### config.mk
export PLATFORM = sky130hd
export DESIGN_NAME = unidade_controle_rodadas
export DESIGN_NICKNAME = d
export VERILOG_FILES = /design/src/rtl/unidade_controle_rodadas.sv
export SDC_FILE = /design/constraint.sdc
export NUM_CORES = 1
export LEC_CHECK = 0
export BUFFER_PORTS_ARGS = -buffer_cell sky130_fd_sc_hd__buf_2
export CORE_ASPECT_RATIO = 2
export CORE_MARGIN = 2
export CORE_UTILIZATION = 33
export CTS_BUF_LIST = sky130_fd_sc_hd__clkbuf_8
export DETAILED_ROUTE_END_ITERATION = 10
export PLACE_DENSITY = 0.55
export SETUP_SLACK_MARGIN = 0.3
export SYNTH_ARGS = -nofsm -noshare
export SYNTH_HDL_FRONTEND = slang
export SYNTH_SLANG_ARGS = --single-unit
### constraint.sdc
create_clock -name clock -period 1.9 [get_ports clock]
set_input_delay 0.285 -clock clock [delete_from_list [all_inputs] [get_ports clock]]
set_output_delay 0.285 -clock clock [all_outputs]
set_load 0.01 [all_outputs]
### src/rtl/unidade_controle_rodadas.sv
// ============================================================================
// Module  : unidade_controle_rodadas
// Purpose : Moore control unit sequencing the round-based memory game
//           datapath, with per-play timeout and win/loss reporting.
// Revision: 1.0 - initial release
// ============================================================================
`default_nettype none

module unidade_controle_rodadas #(
    parameter int N_RODADAS = 16,
    parameter int TIMEOUT   = 5000
) (
    input  logic       clock,
    input  logic       reset,
    input  logic       jogar,
    input  logic       jogada_feita,
    input  logic       jogada_correta,
    input  logic       endereco_igual_rodada,
    input  logic       fim_rodadas,
    output logic       zera_e,
    output logic       conta_e,
    output logic       zera_r,
    output logic       conta_r,
    output logic       registra_r,
    output logic       limpa_r,
    output logic       ganhou,
    output logic       perdeu,
    output logic       pronto,
    output logic       db_timeout,
    output logic [3:0] db_estado
);

    localparam int CW = (TIMEOUT > 1) ? $clog2(TIMEOUT) : 1;
    localparam logic [CW-1:0] C_CNT_LIM = CW'(TIMEOUT - 1);

    if ((N_RODADAS < 1) || (TIMEOUT < 1)) begin : g_param_check
        $error("unidade_controle_rodadas: N_RODADAS and TIMEOUT must be >= 1");
    end

    typedef enum logic [3:0] {
        INICIAL        = 4'h0,
        PREPARACAO     = 4'h1,
        INICIA_RODADA  = 4'h2,
        ESPERA_JOGADA  = 4'h3,
        REGISTRA       = 4'h4,
        COMPARACAO     = 4'h5,
        PROXIMA_JOGADA = 4'h6,
        PROXIMA_RODADA = 4'h7,
        FIM_ACERTOU    = 4'hA,
        FIM_TIMEOUT    = 4'hD,
        FIM_ERROU      = 4'hE
    } estado_t;

    // Output vector order:
    // {zera_e, conta_e, zera_r, conta_r, registra_r, limpa_r, ganhou, perdeu, pronto, db_timeout}
    function automatic logic [9:0] decodifica(input estado_t e);
        logic [9:0] s;
        s = '0;
        case (e)
            INICIAL:        s = 10'b1010000000;
            PREPARACAO:     s = 10'b1010010000;
            INICIA_RODADA:  s = 10'b1000000000;
            REGISTRA:       s = 10'b0000100000;
            PROXIMA_JOGADA: s = 10'b0100000000;
            PROXIMA_RODADA: s = 10'b0001000000;
            FIM_ACERTOU:    s = 10'b0000001010;
            FIM_ERROU:      s = 10'b0000000110;
            FIM_TIMEOUT:    s = 10'b0000000111;
            default:        s = '0;
        endcase
        return s;
    endfunction

    estado_t       estado_q, estado_d;
    logic [CW-1:0] cnt_q, cnt_d;
    logic [9:0]    saidas_q, saidas_d;

    always_comb begin
        estado_d = estado_q;
        cnt_d    = cnt_q;
        case (estado_q)
            INICIAL:       if (jogar) estado_d = PREPARACAO;
            PREPARACAO:    estado_d = INICIA_RODADA;
            INICIA_RODADA: begin
                estado_d = ESPERA_JOGADA;
                cnt_d    = '0;
            end
            ESPERA_JOGADA: begin
                // A play arriving on the last allowed cycle still counts.
                if (jogada_feita) begin
                    estado_d = REGISTRA;
                end else if (cnt_q == C_CNT_LIM) begin
                    estado_d = FIM_TIMEOUT;
                end
                if (cnt_q != C_CNT_LIM) cnt_d = cnt_q + 1'b1;
            end
            REGISTRA:      estado_d = COMPARACAO;
            COMPARACAO: begin
                if (!jogada_correta)                           estado_d = FIM_ERROU;
                else if (endereco_igual_rodada && fim_rodadas) estado_d = FIM_ACERTOU;
                else if (endereco_igual_rodada)                estado_d = PROXIMA_RODADA;
                else                                           estado_d = PROXIMA_JOGADA;
            end
            PROXIMA_JOGADA: begin
                estado_d = ESPERA_JOGADA;
                cnt_d    = '0;
            end
            PROXIMA_RODADA: estado_d = INICIA_RODADA;
            FIM_ACERTOU, FIM_ERROU, FIM_TIMEOUT: if (jogar) estado_d = PREPARACAO;
            default:        estado_d = INICIAL;
        endcase
        // Outputs are registered from the next state so they line up with it.
        saidas_d = decodifica(estado_d);
    end

    always_ff @(posedge clock or negedge reset) begin
        if (!reset) begin
            estado_q <= INICIAL;
            cnt_q    <= '0;
            saidas_q <= decodifica(INICIAL);
        end else begin
            estado_q <= estado_d;
            cnt_q    <= cnt_d;
            saidas_q <= saidas_d;
        end
    end

    assign {zera_e, conta_e, zera_r, conta_r, registra_r,
            limpa_r, ganhou, perdeu, pronto, db_timeout} = saidas_q;
    assign db_estado = estado_q;

endmodule

`default_nettype wire

==> results of run 1 <==
-- layout make-up --
type	instances	area share, %
Timing Repair Buffer	45	14.80
Tap cell	52	3.361
Clock buffer	3	2.133
Inverter	6	1.164
Sequential cell	27	35.29
Clock inverter	1	0.1939
Multi-Input combinational cell	102	43.05
-- kinds of logic (layout without fill, tap and decap cells) --
logic type / Yosys count / after routing / share of synthesized area [%]
mux: 3 / 3 / 2.185
simple gates: 65 / 65 / 26.22
xor+xnor: 11 / 11 / 6.731
compound gates: 17 / 17 / 8.567
buf+inv: 11 / 55 / 3.671
flops: 27 / 27 / 47.38
fa+ha+maj: 6 / 6 / 5.245
-- flip-flops by register name (all words and copies together), names as in the netlist --
name and cells:
db_estado 4, saidas_q 10, cnt_q 13
-- cells in the mapped netlist, drive strengths merged, types with 4 or more instances --
| master | instances | area share [%] |
|---|---|---|
| dfrtp | 25 | 44 |
| nor2 | 21 | 5.5 |
| nand2 | 8 | 2.1 |
| xor2 | 8 | 4.9 |
| and3 | 7 | 3.1 |
| ha | 6 | 5.2 |
| inv | 6 | 1.6 |
| nand3 | 5 | 1.7 |
| nand4 | 5 | 2.6 |
| buf | 4 | 1.8 |
| nand2b | 4 | 1.7 |
| nor3b | 4 | 2.1 |
-- per-stage QoR --
step | util [%] | cells | cell area (µm²)
6_report | 46.88 | 236 | 1936
5_1_grt | 46.88 | 236 | 1936
2_1_floorplan | - | 140 | 1436
4_1_cts | 44.45 | 230 | 1836
3_3_place_gp | 39.09 | 213 | 1614
3_5_place_dp | 39.09 | 213 | 1614
-- power groups by stage --
stage | registers (mW) | clock network [mW] | logic [mW]
after floorplan | 0.804 | 0 | 0.653
after global routing | 0.828 | 0.348 | 1.46
after detailed placement | 0.842 | 0 | 0.947
after global placement | 0.839 | 0 | 0.925
final | 0.810 | 0.317 | 1.32
after CTS | 0.814 | 0.327 | 1.18
-- worst paths after layout --
check                      slack (ns)  cells past startpoint                      to              startpoint
setup / recovery                 0.16                      8   saidas_q[1]$_DFF_PN0_  db_estado[2]$_DFF_PN0_
hold / removal                   0.02                      1    cnt_q[1]$_DFFE_PN0P_                   reset
setup reg to reg                 0.16                      8   saidas_q[1]$_DFF_PN0_  db_estado[2]$_DFF_PN0_
hold reg to reg                  0.54                      2   cnt_q[12]$_DFFE_PN0P_   cnt_q[12]$_DFFE_PN0P_
max in group asynchronous        1.44                      1  db_estado[2]$_DFF_PN0_                   reset
min in group clock               0.52                      3   saidas_q[3]$_DFF_PN0_            jogada_feita
-- layer usage --
layer / up-vias / part of all wire [%] / GRT usage (%)
li1: 568 / - / -
met3: 10 / 2.6 / 1.846
met1: 613 / 34 / 16.62
met2: 28 / 61 / 33.91
met4: 0 / 2.5 / 5.613
met5: - / 0 / 0
-- worst max-delay path: stages (launching register included) --
cell and delay, ns:
dfrtp_2 0.45, buf_6 0.14, nand3b_1 0.13, nor2_2 0.07, o22ai_2 0.20, o21a_1 0.22, ha_4 0.22, mux2i_1 0.15
nor2_1 0.05
-- what timing repair did --
item / CTS / global route
gates resized for setup: 19 / 12
buffers inserted: 13 / 6
setup endpoints to repair: 18 / 18
pin swaps: 7 / 7
==> impl_metrics.py, run 1 <==
metrics = {
    "outcome": {
        "status": "complete, no violations",
    },
    "hold_path": {
        "min_path_type": "in -> async",
    },
    "yosys": {
        "ys.flop_type": "dfrtp_1",
        "synth-edff-count": 0,
        "ys_seq_area_share_pct": 47.38,
        "synthArstFlopShare_pct": 100.0,
        "synth_warnings": 0,
        "synthCells": 140,
        "synthDistinctLibCells": 42,
        "synth_seq_cells": 27,
        "syn_area_um2": 1431,
        "synth_nets": 153,
        "postSynthAreaPerCell_um2": 10.22,
    },
    "routing": {
        "ant_nets": 0,
        "drt-initial-drc-count": 29,
        "route.detailed.drc": 0,
        "dr.pass1.iters": 6,
        "viasPerCell": 5.165,
        "wl_um": 3799,
        "wl_per_cell_um": 16.10,
        "vias": 1219,
    },
    "floorplanning": {
        "core_um2": 4129,
        "ios": 21,
        "fp.dieH_um": 97.14,
        "dieWidth_um": 50.57,
        "die_area_um2": 4912,
        "start_util_pct": 34.67,
        "rows": 33,
    },
    "grt": {
        "gr-total-overflow": 0,
        "grt_pass1_vias": 1332,
        "globalRouteTotalUtil_pct": 16.86,
        "grt_max_degree": 28,
        "antenna_found_initial": 0,
        "grt_pass1_wl_um": 6320,
    },
    "clock_tree": {
        "clockBufferDepth": 2,
        "cts_tree": "done",
        "path_clk_slew_ns": 0.09,
        "numCtsBuffers": 3,
        "h-tree-depth": 1,
        "cts.sinks": 27,
        "cts-hold-fix-buffers": 0,
        "cts_root_buffer": "clkbuf_8",
        "clk_latency_ns": 0.27,
    },
    "sta": {
        "setup_slack_ns": 0.1619,
        "finalSetupViolations": 0,
        "tightest_slew_ns": 0.6201,
        "fin_worst_skew_ns": 0.005365,
        "hold_viol": 0,
        "fin_crit_ns": 1.738,
        "fmax_ghz": 0.5753,
        "holdWs_ns": 0.02231,
        "grt_setup_unrepaired": "true",
        "slew_viol_final": 0,
        "post-route-period-util_pct": 91.48,
        "fin_setup_tns_ns": 0,
        "max-slew-margin-rel_pct": 58.66,
    },
    "cells_and_area": {
        "layout_common_cells": "buf_4, dfrtp_1, buf_2",
        "seq_area_um2": 683.2,
        "final.fill_count": 398,
        "final_common_cell": "buf_4",
        "drive_gt1_share_pct": 45.65,
        "fin_nets": 198,
        "multiInputGateArea_um2": 833.3,
        "n_antenna_cell": 0,
        "area_growth_pct": 35.23,
    },
    "placed_design": {
        "place_congestion": 0.8984,
        "dp_hpwl_um": 2617,
        "pre_cts_slack_ns": 0.04264,
        "portBuffers": 20,
    },
    "power": {
        "total_power_mw": 2.446,
        "power.share.sequential_pct": 33.1,
        "p_leak_nw": 0.9378,
        "switching_power_mw": 0.9796,
        "p_int_mw": 1.467,
        "max-vdd-ir-drop_uv": 763.7,
        "pwr-share-clk_pct": 13.0,
        "p_sw_share_pct": 40.04,
        "powerDensity_nw_per_um2": 1264,
        "pwr-share-comb_pct": 53.9,
    },
    "setup_path": {
        "arrival_ns": 1.91,
        "crit_fanout": 4,
        "crit_type": "reg -> reg",
        "cp-start-kind": "register",
        "cp.required_ns": 2.07,
        "setup.worst_path.end_class": "register",
    },
    "run": {
        "max-cap-violations": 0,
    },
}
(Power assumes the default switching activity.)
==> inputs of run 2 (changes only) <==
--- a/config.mk
+++ b/config.mk
@@ -7,11 +7,10 @@
 export LEC_CHECK = 0
 export BUFFER_PORTS_ARGS = -buffer_cell sky130_fd_sc_hd__buf_2
 export CORE_ASPECT_RATIO = 2
-export CORE_MARGIN = 2
-export CORE_UTILIZATION = 33
+export CORE_UTILIZATION = 30
 export CTS_BUF_LIST = sky130_fd_sc_hd__clkbuf_8
 export DETAILED_ROUTE_END_ITERATION = 10
-export PLACE_DENSITY = 0.55
+export PLACE_DENSITY = 0.51
 export SETUP_SLACK_MARGIN = 0.3
 export SYNTH_ARGS = -nofsm -noshare
 export SYNTH_HDL_FRONTEND = slang
==> impl_metrics.py, run 2 (synthesis results as in run 1) <==
metrics = {
    "routing": {
        "wl_um": 3825,
        "wl_per_cell_um": 16.00,
        "vias": 1205,
        "ant_nets": 0,
        "drt-initial-drc-count": 40,
        "route.detailed.drc": 0,
        "dr.pass1.iters": 4,
        "viasPerCell": 5.042,
    },
    "cells_and_area": {
        "fin_nets": 198,
        "drive_gt1_share_pct": 47.28,
        "final_area_um2": 2008,
        "final_common_cell": "dfrtp_1",
        "postLayoutCoreUtil_pct": 43.67,
        "area_growth_pct": 40.30,
        "n_antenna_cell": 0,
        "largest_reg_flops": 13,
        "final.fill_count": 447,
        "top_register": "cnt_q",
        "layout_common_cells": "dfrtp_1, buf_2, nor2_1, buf_4, xor2_1",
    },
    "clock_tree": {
        "cts_tree": "done",
        "numCtsBuffers": 3,
        "h-tree-depth": 1,
        "cts.sinks": 27,
        "path_clk_slew_ns": 0.10,
        "cts-hold-fix-buffers": 0,
        "clk_latency_ns": 0.28,
        "clockBufferDepth": 2,
        "cts_root_buffer": "clkbuf_8",
    },
    "floorplanning": {
        "dieWidth_um": 50.84,
        "rows": 35,
        "ios": 21,
        "core_um2": 4598,
        "start_util_pct": 31.13,
        "die_area_um2": 5068,
        "fp.dieH_um": 99.69,
    },
    "grt": {
        "antenna_found_initial": 0,
        "grt_pass1_vias": 1291,
        "grt_max_degree": 28,
        "grt_pass1_wl_um": 6003,
        "gr-total-overflow": 0,
        "globalRouteTotalUtil_pct": 16.41,
    },
    "sta": {
        "tightest_slew_ns": 0.6174,
        "finalSetupViolations": 0,
        "fin_crit_ns": 1.776,
        "fin_worst_skew_ns": 0.007042,
        "fin_setup_tns_ns": 0,
        "max-slew-margin-rel_pct": 58.84,
        "fmax_ghz": 0.5632,
        "post-route-period-util_pct": 93.45,
        "slew_viol_final": 0,
        "grt_setup_unrepaired": "true",
        "holdWs_ns": 0.01327,
        "hold_viol": 0,
    },
    "setup_path": {
        "critPathLaunch": "cnt_q[4]$_DFFE_PN0P_",
        "r2r_end": "saidas_q[1]$_DFF_PN0_",
        "critPathCapture": "saidas_q[1]$_DFF_PN0_",
        "cp-start-kind": "register",
        "ff2ff_path_depth": 7,
        "setup.worst_path.end_class": "register",
        "arrival_ns": 1.94,
        "reg2reg_slack_ns": 0.12,
        "crit_type": "reg -> reg",
        "cp.required_ns": 2.06,
        "crit_fanout": 2,
        "worstReg2RegStart": "cnt_q[4]$_DFFE_PN0P_",
    },
    "outcome": {
        "status": "complete, no violations",
    },
    "hold_path": {
        "min_path_type": "in -> async",
    },
    "placed_design": {
        "portBuffers": 20,
        "dp_hpwl_um": 2690,
        "placedInstanceArea_um2": 1655,
        "place_congestion": 0.7763,
    },
    "power": {
        "power.share.sequential_pct": 29.7,
        "p_leak_nw": 0.9612,
        "max-vdd-ir-drop_uv": 954.3,
        "p_sw_share_pct": 39.86,
        "pwr-share-clk_pct": 12.3,
        "pwr-share-comb_pct": 58.0,
        "p_int_mw": 1.645,
        "switching_power_mw": 1.090,
        "powerDensity_nw_per_um2": 1362,
    },
    "run": {
        "max-cap-violations": 0,
    },
}
==> run 2: timing repair <==
action / in CTS / in global routing
resized for setup: 18 / 23
endpoints found under the setup margin: 16 / 17
setup buffers: 11 / 3
pin swaps: 6 / 12
==> run 2: how the worst min path moves through the flow <==
stage               start               endpoint  slack, ns  cells after the start
floorplan           reset   cnt_q[0]$_DFFE_PN0P_      -0.01                      0
finish              reset  cnt_q[11]$_DFFE_PN0P_       0.01                      1
detailed placement  reset   cnt_q[0]$_DFFE_PN0P_       0.34                      1
global placement    reset   cnt_q[1]$_DFFE_PN0P_       0.33                      1
global route        reset   cnt_q[4]$_DFFE_PN0P_       0.06                      1
CTS                 reset  cnt_q[11]$_DFFE_PN0P_       0.04                      1
==> run 2: through the flow <==
stage / worst slack, ns / std cells / total power, mW
after floorplan: 0.1159 / 140 / 1.457
after global placement: -0.05895 / 221 / 1.801
after detailed placement: -0.1428 / 221 / 1.829
after CTS: 0.1158 / 236 / 2.463
after global routing: 0.04689 / 239 / 2.917
final: 0.1245 / 239 / 2.735
==> run 2: layout make-up <==
class / instances / area [µm²] / share of cell area (%)
clock buffer: 3 / 41.29 / 2.056
inverter: 6 / 22.52 / 1.121
clock inverter: 1 / 7.507 / 0.3738
tap: 55 / 68.82 / 3.427
sequential: 27 / 681.9 / 33.96
multi-input combinational: 102 / 863.3 / 42.99
timing repair buffer: 45 / 322.8 / 16.07
==> run 2: power by group through the flow <==
| stage | logic [mW] | clock network, mW | registers [mW] |
|---|---|---|---|
| 2_1_floorplan | 0.653 | 0 | 0.804 |
| 3_3_place_gp | 0.964 | 0 | 0.837 |
| 3_5_place_dp | 0.987 | 0 | 0.842 |
| 4_1_cts | 1.29 | 0.346 | 0.831 |
| 5_1_grt | 1.72 | 0.371 | 0.830 |
| 6_report | 1.59 | 0.335 | 0.813 |
==> run 2: per-layer routing <==
metal	up-vias	track usage, %	part of all wire (%)
met5	-	0	0
met2	23	32.92	63
met3	6	2.141	1.7
li1	574	-	-
met4	0	9.402	2.9
met1	602	14.46	32
==> run 2: worst max-delay path: stages, from the launching register on <==
cell,delay [ns]
dfrtp_1,0.42
nor4_2,0.30
nand4_2,0.14
a22o_1,0.27
inv_2,0.09
ha_4,0.20
mux2i_1,0.17
nor2_1,0.08
==> inputs of run 3 (changes only) <==
--- a/config.mk
+++ b/config.mk
@@ -7,10 +7,10 @@
 export LEC_CHECK = 0
 export BUFFER_PORTS_ARGS = -buffer_cell sky130_fd_sc_hd__buf_2
 export CORE_ASPECT_RATIO = 2
-export CORE_UTILIZATION = 30
+export CORE_UTILIZATION = 26
 export CTS_BUF_LIST = sky130_fd_sc_hd__clkbuf_8
 export DETAILED_ROUTE_END_ITERATION = 10
-export PLACE_DENSITY = 0.51
+export PLACE_DENSITY = 0.46
 export SETUP_SLACK_MARGIN = 0.3
 export SYNTH_ARGS = -nofsm -noshare
 export SYNTH_HDL_FRONTEND = slang
==> impl_metrics.py, run 3 (synthesis results as in run 1) <==
metrics = {
    "outcome": {
        "status": "complete, no violations",
    },
    "floorplanning": {
        "start_util_pct": 27.36,
        "rows": 37,
        "dieWidth_um": 54.47,
        "ios": 21,
        "fp.dieH_um": 106.9,
        "die_area_um2": 5824,
        "core_um2": 5231,
    },
    "power": {
        "powerDensity_nw_per_um2": 1324,
        "p_leak_nw": 0.9558,
        "max-vdd-ir-drop_uv": 772.2,
    },
    "clock_tree": {
        "cts_tree": "done",
        "cts-hold-fix-buffers": 0,
        "clk_latency_ns": 0.28,
        "path_clk_slew_ns": 0.09,
        "cts.sinks": 27,
        "numCtsBuffers": 3,
        "cts_root_buffer": "clkbuf_8",
        "clockBufferDepth": 2,
        "h-tree-depth": 1,
    },
    "hold_path": {
        "min_path_type": "in -> async",
    },
    "cells_and_area": {
        "n_antenna_cell": 0,
        "fin_nets": 201,
        "multiInputGateArea_um2": 782.0,
        "seq_area_um2": 683.2,
        "top_register": "cnt_q",
        "area_growth_pct": 35.93,
        "final.fill_count": 540,
        "largest_reg_flops": 13,
        "postLayoutCoreUtil_pct": 37.19,
        "layout_common_cells": "dfrtp_1, buf_4, nor2_1, buf_2",
        "fin_cells": 245,
        "drive_gt1_share_pct": 42.78,
    },
    "routing": {
        "vias": 1181,
        "dr.pass1.iters": 4,
        "ant_nets": 0,
        "wl_um": 3702,
        "route.detailed.drc": 0,
        "wl_per_cell_um": 15.11,
        "drt-initial-drc-count": 14,
        "viasPerCell": 4.820,
    },
    "grt": {
        "gr-total-overflow": 0,
        "grt_max_degree": 28,
        "grt_pass1_wl_um": 6106,
        "antenna_found_initial": 0,
        "grt_pass1_vias": 1313,
        "globalRouteTotalUtil_pct": 14.63,
    },
    "setup_path": {
        "setup.worst_path.end_class": "register",
        "cp.required_ns": 2.07,
        "ff2ff_path_depth": 8,
        "crit_slowest_cell": "dfrtp_2",
        "cpMostUsedCell": "buf_6",
        "crit_chain": "buf_6, buf_6, xnor2_2, a22oi_2, o211ai_2, buf_6, buf_4, and3_1",
        "crit_path_max_incr_delay_ns": 0.48,
        "crit_type": "reg -> reg",
        "arrival_ns": 1.91,
        "cp-start-kind": "register",
        "crit_fanout": 8,
    },
    "placed_design": {
        "dp_hpwl_um": 2683,
        "dp.cells": 225,
        "place_congestion": 0.7654,
        "portBuffers": 20,
    },
    "sta": {
        "fmax_ghz": 0.5774,
        "fin_setup_tns_ns": 0,
        "fin_crit_ns": 1.732,
        "max-slew-margin-rel_pct": 59.03,
        "finalSetupViolations": 0,
        "hold_viol": 0,
        "slew_viol_final": 0,
        "fin_worst_skew_ns": 0.003264,
        "grt_setup_unrepaired": "true",
        "post-route-period-util_pct": 91.16,
        "tightest_slew_ns": 0.6145,
    },
    "run": {
        "max-cap-violations": 0,
    },
}
-- run 3: changes by cell type in the layout (fill, tap and decap cells not counted), sizes merged --
| cell | previous run | this run |
|---|---|---|
| clkinv | 0 | 1 |
| clkinvlp | 1 | 0 |
| buf | 45 | 48 |
-- run 3: per-layer routing --
metal / GRT usage [%] / part of all wire, %
met5: 0 / 0
met4: 6.227 / 2.4
met3: 1.844 / 2.4
met2: 28.14 / 62
met1: 14.12 / 33
-- run 3: final timing paths --
check	startpoint	endpoint	slack [ns]
min reg2reg	cnt_q[12]$_DFFE_PN0P_	cnt_q[12]$_DFFE_PN0P_	0.56
max	db_estado[1]$_DFF_PN0_	saidas_q[6]$_DFF_PN0_	0.17
max in group asynchronous	reset	db_estado[2]$_DFF_PN0_	1.46
min in group clock	jogar	db_estado[1]$_DFF_PN0_	0.40
max reg2reg	db_estado[1]$_DFF_PN0_	saidas_q[6]$_DFF_PN0_	0.17
min	reset	cnt_q[8]$_DFFE_PN0P_	0.008
-- run 3: cell type report --
class,count,area share [%]
Clock buffer,3,2.122
Clock inverter,1,0.2572
Inverter,6,1.286
Multi-Input combinational cell,102,40.19
Sequential cell,27,35.11
Tap cell,58,3.730
Timing Repair Buffer,48,17.30
-- run 3: power breakdown --
part | internal, mW | switching, mW
Sequential | 0.705 | 0.0964
Combinational | 0.713 | 0.726
Clock | 0.147 | 0.187
Total | 1.57 | 1.01
-- run 3: what timing repair did --
item / 4_1_cts / 5_1_grt
pin swaps: 4 / 8
resized for setup: 12 / 15
endpoints found under the setup margin: 17 / 18
setup buffers: 14 / 2
-- run 3: per-stage QoR --
step | instance area [µm²] | hold slack (ns) | worst slack [ns] | total power, mW
after global placement | 1667 | 0.3408 | 0.04265 | 1.836
final | 1946 | 0.007772 | 0.1680 | 2.575
after CTS | 1863 | 0.03169 | 0.1378 | 2.402
after floorplan | 1436 | -0.01059 | 0.1159 | 1.457
after global routing | 1946 | 0.05344 | 0.09221 | 2.735
after detailed placement | 1667 | 0.3481 | 0.01067 | 1.849
-- run 3: critical path: cells and delay by family, from the launching register on --
| kind | cells | cell delay [ns] |
|---|---|---|
| buffers and inverters | 4 | 0.54 |
| xor gates and xnor gates | 1 | 0.12 |
| DFF | 1 | 0.48 |
| AOI/OAI and AO/OA | 2 | 0.33 |
| and+or+nand+nor | 1 | 0.15 |
